===== config.mk =====
export PLATFORM = sky130hd
export DESIGN_NAME = clk_edge_monitor
export DESIGN_NICKNAME = d
export VERILOG_FILES = /design/src/rtl/clk_edge_monitor.sv
export SDC_FILE = /design/constraint.sdc
export NUM_CORES = 1
export LEC_CHECK = 0
export ABC_AREA = 1
export CAP_MARGIN = 10
export CORE_UTILIZATION = 45
export CTS_CLUSTER_DIAMETER = 200
export DETAILED_ROUTE_END_ITERATION = 10
export PLACE_DENSITY = 0.72
export SETUP_SLACK_MARGIN = 0.5
export SLEW_MARGIN = 20
export SYNTH_ARGS = -nofsm -noshare
export SYNTH_HDL_FRONTEND = slang
export SYNTH_SLANG_ARGS = --single-unit

===== constraint.sdc =====
create_clock -name clk -period 2.54 [get_ports clk]
set_clock_uncertainty 0.15 [all_clocks]
set_input_delay 0.254 -clock clk [delete_from_list [all_inputs] [get_ports clk]]
set_output_delay 0.254 -clock clk [all_outputs]
set_load 0.05 [all_outputs]

===== src/rtl/clk_edge_monitor.sv =====
// Synchronises a divided clock into clk, emits rise/fall ticks and checks each
// half-period for lock/fault. Define CLK_EDGE_MONITOR_GLITCH_FILTER_EN to reject 1-cycle pulses.
module clk_edge_monitor #(
    parameter int EXP_HALF = 2,
    parameter int TOL      = 0,
    parameter int LOCK_CNT = 4,
    parameter int CNT_W    = 16
) (
    input  logic             clk,
    input  logic             rst_n,
    input  logic             slow_clk_in,
    input  logic             clear_fault,
    output logic             rise_tick,
    output logic             fall_tick,
    output logic [CNT_W-1:0] half_period,
    output logic             meas_valid,
    output logic             locked,
    output logic             fault
);

    // state   | meaning
    // ACQUIRE | waiting for a first edge; counter contents not trusted
    // TRACK   | measuring, counting consecutive good half-periods
    // LOCKED  | LOCK_CNT good half-periods seen in a row
    // FAULT   | lock lost or input stalled; held until clear_fault
    typedef enum logic [1:0] {
        ACQUIRE = 2'd0,
        TRACK   = 2'd1,
        LOCKED  = 2'd2,
        FAULT   = 2'd3
    } state_t;

    localparam int GW   = (LOCK_CNT < 2) ? 1 : $clog2(LOCK_CNT + 1);
    localparam int HI_I = EXP_HALF + TOL;
    localparam int LO_I = (EXP_HALF > TOL) ? (EXP_HALF - TOL) : 0;
    localparam logic [CNT_W:0]   HI_W    = (CNT_W + 1)'(HI_I);
    localparam logic [CNT_W:0]   LO_W    = (CNT_W + 1)'(LO_I);
    localparam logic [CNT_W-1:0] CNT_MAX = '1;
    localparam logic [GW-1:0]    GOOD_LAST = GW'(LOCK_CNT - 1);

    logic s1, s2, s3;
    logic det_new, det_old;
    logic rise, fall, edge_det;
    logic [CNT_W-1:0] cnt;
    logic [CNT_W:0]   cnt_ext;
    logic in_tol, stall;
    state_t state, state_nxt;
    logic [GW-1:0] good_cnt, good_nxt;
    logic meas_en;

    always_ff @(posedge clk or negedge rst_n) begin
        if (!rst_n) begin
            s1 <= 1'b0;
            s2 <= 1'b0;
            s3 <= 1'b0;
        end else begin
            s1 <= slow_clk_in;
            s2 <= s1;
            s3 <= s2;
        end
    end

`ifdef CLK_EDGE_MONITOR_GLITCH_FILTER_EN
    // Accept a new level only once it has been seen on two consecutive samples.
    logic f_lvl, f_nxt;

    always_comb begin
        f_nxt = f_lvl;
        if (s2 == s3) begin
            f_nxt = s2;
        end
    end

    always_ff @(posedge clk or negedge rst_n) begin
        if (!rst_n) begin
            f_lvl <= 1'b0;
        end else begin
            f_lvl <= f_nxt;
        end
    end

    always_comb begin
        det_new = f_nxt;
        det_old = f_lvl;
    end
`else
    always_comb begin
        det_new = s2;
        det_old = s3;
    end
`endif

    always_comb begin
        rise     = det_new & ~det_old;
        fall     = ~det_new & det_old;
        edge_det = rise | fall;
    end

    // Saturating so a long stall never wraps back into the good window.
    always_ff @(posedge clk or negedge rst_n) begin
        if (!rst_n) begin
            cnt <= '0;
        end else if (edge_det) begin
            cnt <= CNT_W'(1);
        end else if (cnt != CNT_MAX) begin
            cnt <= cnt + 1'b1;
        end
    end

    always_comb begin
        cnt_ext = {1'b0, cnt};
        in_tol  = (cnt_ext >= LO_W) && (cnt_ext <= HI_W);
        stall   = ~edge_det && (cnt_ext > HI_W);
    end

    always_ff @(posedge clk or negedge rst_n) begin
        if (!rst_n) begin
            state    <= ACQUIRE;
            good_cnt <= '0;
        end else begin
            state    <= state_nxt;
            good_cnt <= good_nxt;
        end
    end

    always_comb begin
        state_nxt = state;
        good_nxt  = good_cnt;
        meas_en   = 1'b0;
        case (state)
            ACQUIRE: begin
                if (edge_det) begin
                    state_nxt = TRACK;
                    good_nxt  = '0;
                end
            end
            TRACK: begin
                if (edge_det) begin
                    meas_en = 1'b1;
                    if (in_tol) begin
                        good_nxt = good_cnt + 1'b1;
                        if (good_cnt == GOOD_LAST) begin
                            state_nxt = LOCKED;
                        end
                    end else begin
                        good_nxt = '0;
                    end
                end else if (stall) begin
                    state_nxt = ACQUIRE;
                    good_nxt  = '0;
                end
            end
            LOCKED: begin
                if (edge_det) begin
                    meas_en = 1'b1;
                    if (!in_tol) begin
                        state_nxt = FAULT;
                    end
                end else if (stall) begin
                    state_nxt = FAULT;
                end
            end
            FAULT: begin
                // clear_fault wins over a coincident edge, which then goes unmeasured.
                if (clear_fault) begin
                    state_nxt = ACQUIRE;
                    good_nxt  = '0;
                end else if (edge_det) begin
                    meas_en = 1'b1;
                end
            end
            default: begin
                state_nxt = ACQUIRE;
                good_nxt  = '0;
            end
        endcase
    end

    always_ff @(posedge clk or negedge rst_n) begin
        if (!rst_n) begin
            rise_tick   <= 1'b0;
            fall_tick   <= 1'b0;
            meas_valid  <= 1'b0;
            half_period <= '0;
        end else begin
            rise_tick  <= rise;
            fall_tick  <= fall;
            meas_valid <= meas_en;
            if (meas_en) begin
                half_period <= cnt;
            end
        end
    end

    always_comb begin
        locked = (state == LOCKED);
        fault  = (state == FAULT);
    end

endmodule


==> results.md <==
| Parameter | Reported | Unit |
|---|---|---|
| Length of the first detailed-routing pass in iterations | 4 | - |
| Crit path from | cnt[1] | - |
| Worst r2r dst | cnt[0] | - |
| Worst Path Buf+Inv | 2 | - |
| Syn Inst Count | 266 | - |
| Root buf cell | sky130_fd_sc_hd__clkbuf_8 | - |
| Antenna cell count | 0 | - |
| Share of post-route cells with drive strength above 1 | 14.6 | % |
| Max Transition Viols Final | 0 | - |
| Class of the most critical hold timing path | reg2reg | - |
| Hold violation total from the final report | 0 | - |
| WL per Instance | 12.2 | µm |
| Run status | finished clean | - |
| Share of synthesized cell area in full adder, half adder and majority cells | 6.70 | % |
| Number of nets with antenna violations after routing | 0 | - |
| Worst slew margin relative to its limit | 37.4 | % |
| Worst reg-to-reg setup slack | 0.54 | ns |
| Drt initial violations | 135 | - |
| Total GRT Usage | 18.2 | % |
| Sum of negative setup slack | 0 | ns |
| Post-synthesis average cell area | 8.42 | µm² |
| Worst path top cell family by delay | simple AND/OR/NAND/NOR gates | - |
| Compound-cell area share of the yosys netlist | 9.38 | % |
| Worst VDD drop | 432 | µV |
| Clock Latency Late Sink | 0.29 | ns |
| Distinct cells, synth | 33 | - |
| Clk slew on worst S/H paths | 0.08 | ns |
| Post-synthesis net count | 282 | - |
| Most used cells in the layout excluding fill and tap cells | sky130_fd_sc_hd__nand2_1, sky130_fd_sc_hd__dfrtp_1, sky130_fd_sc_hd__inv_1 | - |
| Least setup slack across all paths after layout | 0.544 | ns |
| Depth of the worst register-to-register path | 9 | - |
| RSZ-0062 raised after global routing | false | - |
| Via density per instance | 4.98 | - |
| WHS Endpoint | det_new | - |
| Leak pwr | 1.32 | nW |
| Sum of net half-perimeters after detailed placement | 3.15 | mm |
| DRC Markers | 0 | - |
| Register Area | 1080 | µm² |
| Number of max-capacitance violations reported | 0 | - |
| Data arrival, critical path | 2.03 | ns |
| First-pass GRT wire length | 7.37 | mm |
| Multi-input combinational cell area | 1050 | µm² |
| TritonCTS clock tree | yes | - |
| Die area | 5270 | µm² |
| Maximum number of pins on one net before global-route repair | 44 | - |
| Count of cells along the worst hold path | 0 | - |
| Highest clock frequency the design can meet | 501 | MHz |
| Number of filler cells placed in the layout | 444 | - |
| Most frequent standard cell in the layout excluding fill and tap cells | sky130_fd_sc_hd__nand2_1 | - |
| Floorplan core area | 4750 | µm² |
| Number of antenna violations at the first check in global routing | 0 | - |
| Type of origin of the critical path | flop | - |
| Cell repeated most along the worst path | sky130_fd_sc_hd__o21ai_2 | - |
| Total number of vias | 1,831 | - |
| Count of standard-cell rows | 25 | - |
| CTS max path bufs | 2 | - |
| Slowest CP cell | sky130_fd_sc_hd__dfrtp_2 | - |
| Sequential area share after synthesis | 48.0 | % |
| Final Routed Wirelength | 4.48 | mm |
| Simple-gate share of the synthesized area | 28.9 | % |
| Largest incremental delay on the critical path | 0.43 | ns |
| Mux share of post-synthesis cell area | 0 | % |
| Transition at the pin with the smallest max-transition slack | 0.939 | ns |
| Layout overhead on the synthesized area | 21.7 | % |
| Number of top-level pins | 25 | - |
| Number of sinks driven by the clock tree | 43 | - |
| Synth Register Bits | 43 | - |
| Final number of setup-violating endpoints | 0 | - |
| Crit Path Max Fanout | 6 | - |
| Y dimension of the die | 72.6 | µm |
| Share of the clock period used by the worst path after layout | 78.6 | % |
| Horizontal extent of the die | 72.6 | µm |
| Beginning of the worst hold path | s1 | - |
| Total CTS buffers | 5 | - |
| Power density relative to cell area | 734 | nW/µm² |
| Share of the synthesized netlist area taken by xor and xnor gates | 0.391 | % |
| Minimum clock period | 2.00 | ns |
| Post-synthesis cell area | 2240 | µm² |
| Vias in the first global route | 1,619 | - |
| Reg-to-Reg Start | cnt[1] | - |
| Kind of end point of the critical path | flop | - |
| Cells traversed along the worst timing path | ha_1 -> nand2_2 -> nor2_4 -> inv_2 -> nor4_4 -> buf_4 -> nand4_4 -> o21ai_2 -> o21ai_2 | - |
| Combinational family with the most area after synthesis | simple AND/OR/NAND/NOR gates | - |
| Number of levels the H-tree was split into | 2 | - |
| Overflow left after global routing | 0 | - |
| Routability Congestion | 0.940 | - |
| Quantity of I/O buffers inserted on ports | 24 | - |
| Required time of the worst setup path | 2.58 | ns |
| Worst setup timing slack at the placement stage | 0.531 | ns |
| Count of nets after finishing | 316 | - |
| Yosys Warn Count | 0 | - |
| Critical path class | reg2reg | - |
| Starting density of the core | 47.1 | % |
[where the power goes]
part           switching, mW  leakage, nW  internal, mW
sequential            0.0588        0.579         0.750
clock                  0.234       0.0581         0.293
combinational          0.459        0.686         0.205
total                  0.752         1.32          1.25
[synth_stat cells]
master                     count  share of area [%]
sky130_fd_sc_hd__nand2_1      69                 12
sky130_fd_sc_hd__dfrtp_1      43                 48
sky130_fd_sc_hd__inv_1        29                4.9
sky130_fd_sc_hd__nor2_1       28                4.7
sky130_fd_sc_hd__o21ai_0      22                4.9
sky130_fd_sc_hd__nand3_1      15                3.3
sky130_fd_sc_hd__ha_1         12                6.7
sky130_fd_sc_hd__nand4_1       5                1.4
sky130_fd_sc_hd__nor3_1        5                1.1
sky130_fd_sc_hd__inv_2         4               0.67
sky130_fd_sc_hd__a21oi_1       3               0.67
sky130_fd_sc_hd__nand2_2       3               0.84
sky130_fd_sc_hd__a31oi_1       2               0.56
sky130_fd_sc_hd__clkbuf_1      2               0.34
sky130_fd_sc_hd__nand3_2       2               0.89
sky130_fd_sc_hd__nor2_2        2               0.56
sky130_fd_sc_hd__o21ai_2       2               0.78
sky130_fd_sc_hd__o31ai_1       2               0.67
sky130_fd_sc_hd__or2_2         2               0.56
sky130_fd_sc_hd__a21boi_2      1               0.50
sky130_fd_sc_hd__a41oi_1       1               0.39
sky130_fd_sc_hd__and3_1        1               0.28
sky130_fd_sc_hd__buf_2         1               0.22
sky130_fd_sc_hd__buf_6         1               0.50
sky130_fd_sc_hd__nand4_4       1               0.95
sky130_fd_sc_hd__nor2_4        1               0.50
sky130_fd_sc_hd__nor3_2        1               0.45
sky130_fd_sc_hd__nor4_1        1               0.28
sky130_fd_sc_hd__nor4_2        1               0.56
sky130_fd_sc_hd__nor4_4        1               0.95
sky130_fd_sc_hd__o21a_1        1               0.34
sky130_fd_sc_hd__o22ai_2       1               0.56
sky130_fd_sc_hd__xor2_1        1               0.39
[worst max-delay path by stage]
stage                           end  slack [ns]  depth (start not counted)
floorplan           half_period[10]        0.63                          8
global placement             locked        0.57                          3
detailed placement           locked        0.53                          3
CTS                          locked        0.48                          3
global route                 cnt[0]        0.48                          9
finish                       cnt[0]        0.54                          9
[through the flow]
| stage | power [mW] | hold slack (ns) | std cells | area [µm²] | utilization, % |
|---|---|---|---|---|---|
| after floorplan | 1.30 | -0.192 | 266 | 2240 | - |
| after global placement | 1.47 | 0.186 | 354 | 2550 | 53.6 |
| after detailed placement | 1.47 | 0.186 | 354 | 2550 | 53.6 |
| after CTS | 2.00 | 0.207 | 363 | 2670 | 56.1 |
| after global routing | 2.13 | 0.211 | 368 | 2730 | 57.3 |
| final | 2.00 | 0.199 | 368 | 2730 | 57.3 |
[per-layer routing]
layer  routed length (µm)  track usage [%]  part of all wire [%]  vias to the layer above
met5                    0                0                     0                        -
met1                 2130             24.9                    48                      835
li1                     -                -                     -                      934
met4                   57             7.84                   1.3                        0
met2                 2110             28.6                    47                       56
met3                  179             3.19                   4.0                        6
[repair_timing]
| item | 4_1_cts | 5_1_grt |
|---|---|---|
| hold buffers | 1 | 0 |
| buffers inserted | 0 | 4 |
| endpoints found under the hold margin | 43 | 0 |
| gates cloned | 0 | 1 |
| setup endpoints to repair | 2 | 23 |
| resized for setup | 2 | 10 |
| pin swaps | 0 | 3 |
[final cells by class]
class	count	area share, %
Inverter	33	4.64
Clock buffer	5	2.52
Tap cell	67	3.07
Timing Repair Buffer	30	10.1
Sequential cell	43	39.5
Clock inverter	3	1.61
Multi-Input combinational cell	187	38.5
[kinds of logic after synthesis]
kind of cell / after synthesis
DFF: 43
xor gates and xnor gates: 1
adders and majority gates: 12
and+or+nand+nor: 138
AOI/OAI and AO/OA: 35
buffers and inverters: 37
[sequential cells by signal, indices dropped and copies added (netlist names), named ones only]
| signal | count |
|---|---|
| fall_tick | 1 |
| state | 1 |
| det_new | 1 |
| rise_tick | 1 |
| cnt | 16 |
| det_old | 1 |
| s1 | 1 |
| meas_valid | 1 |
| half_period | 16 |
| good_cnt | 3 |
Note: power is estimated with default switching activity, not from simulation.
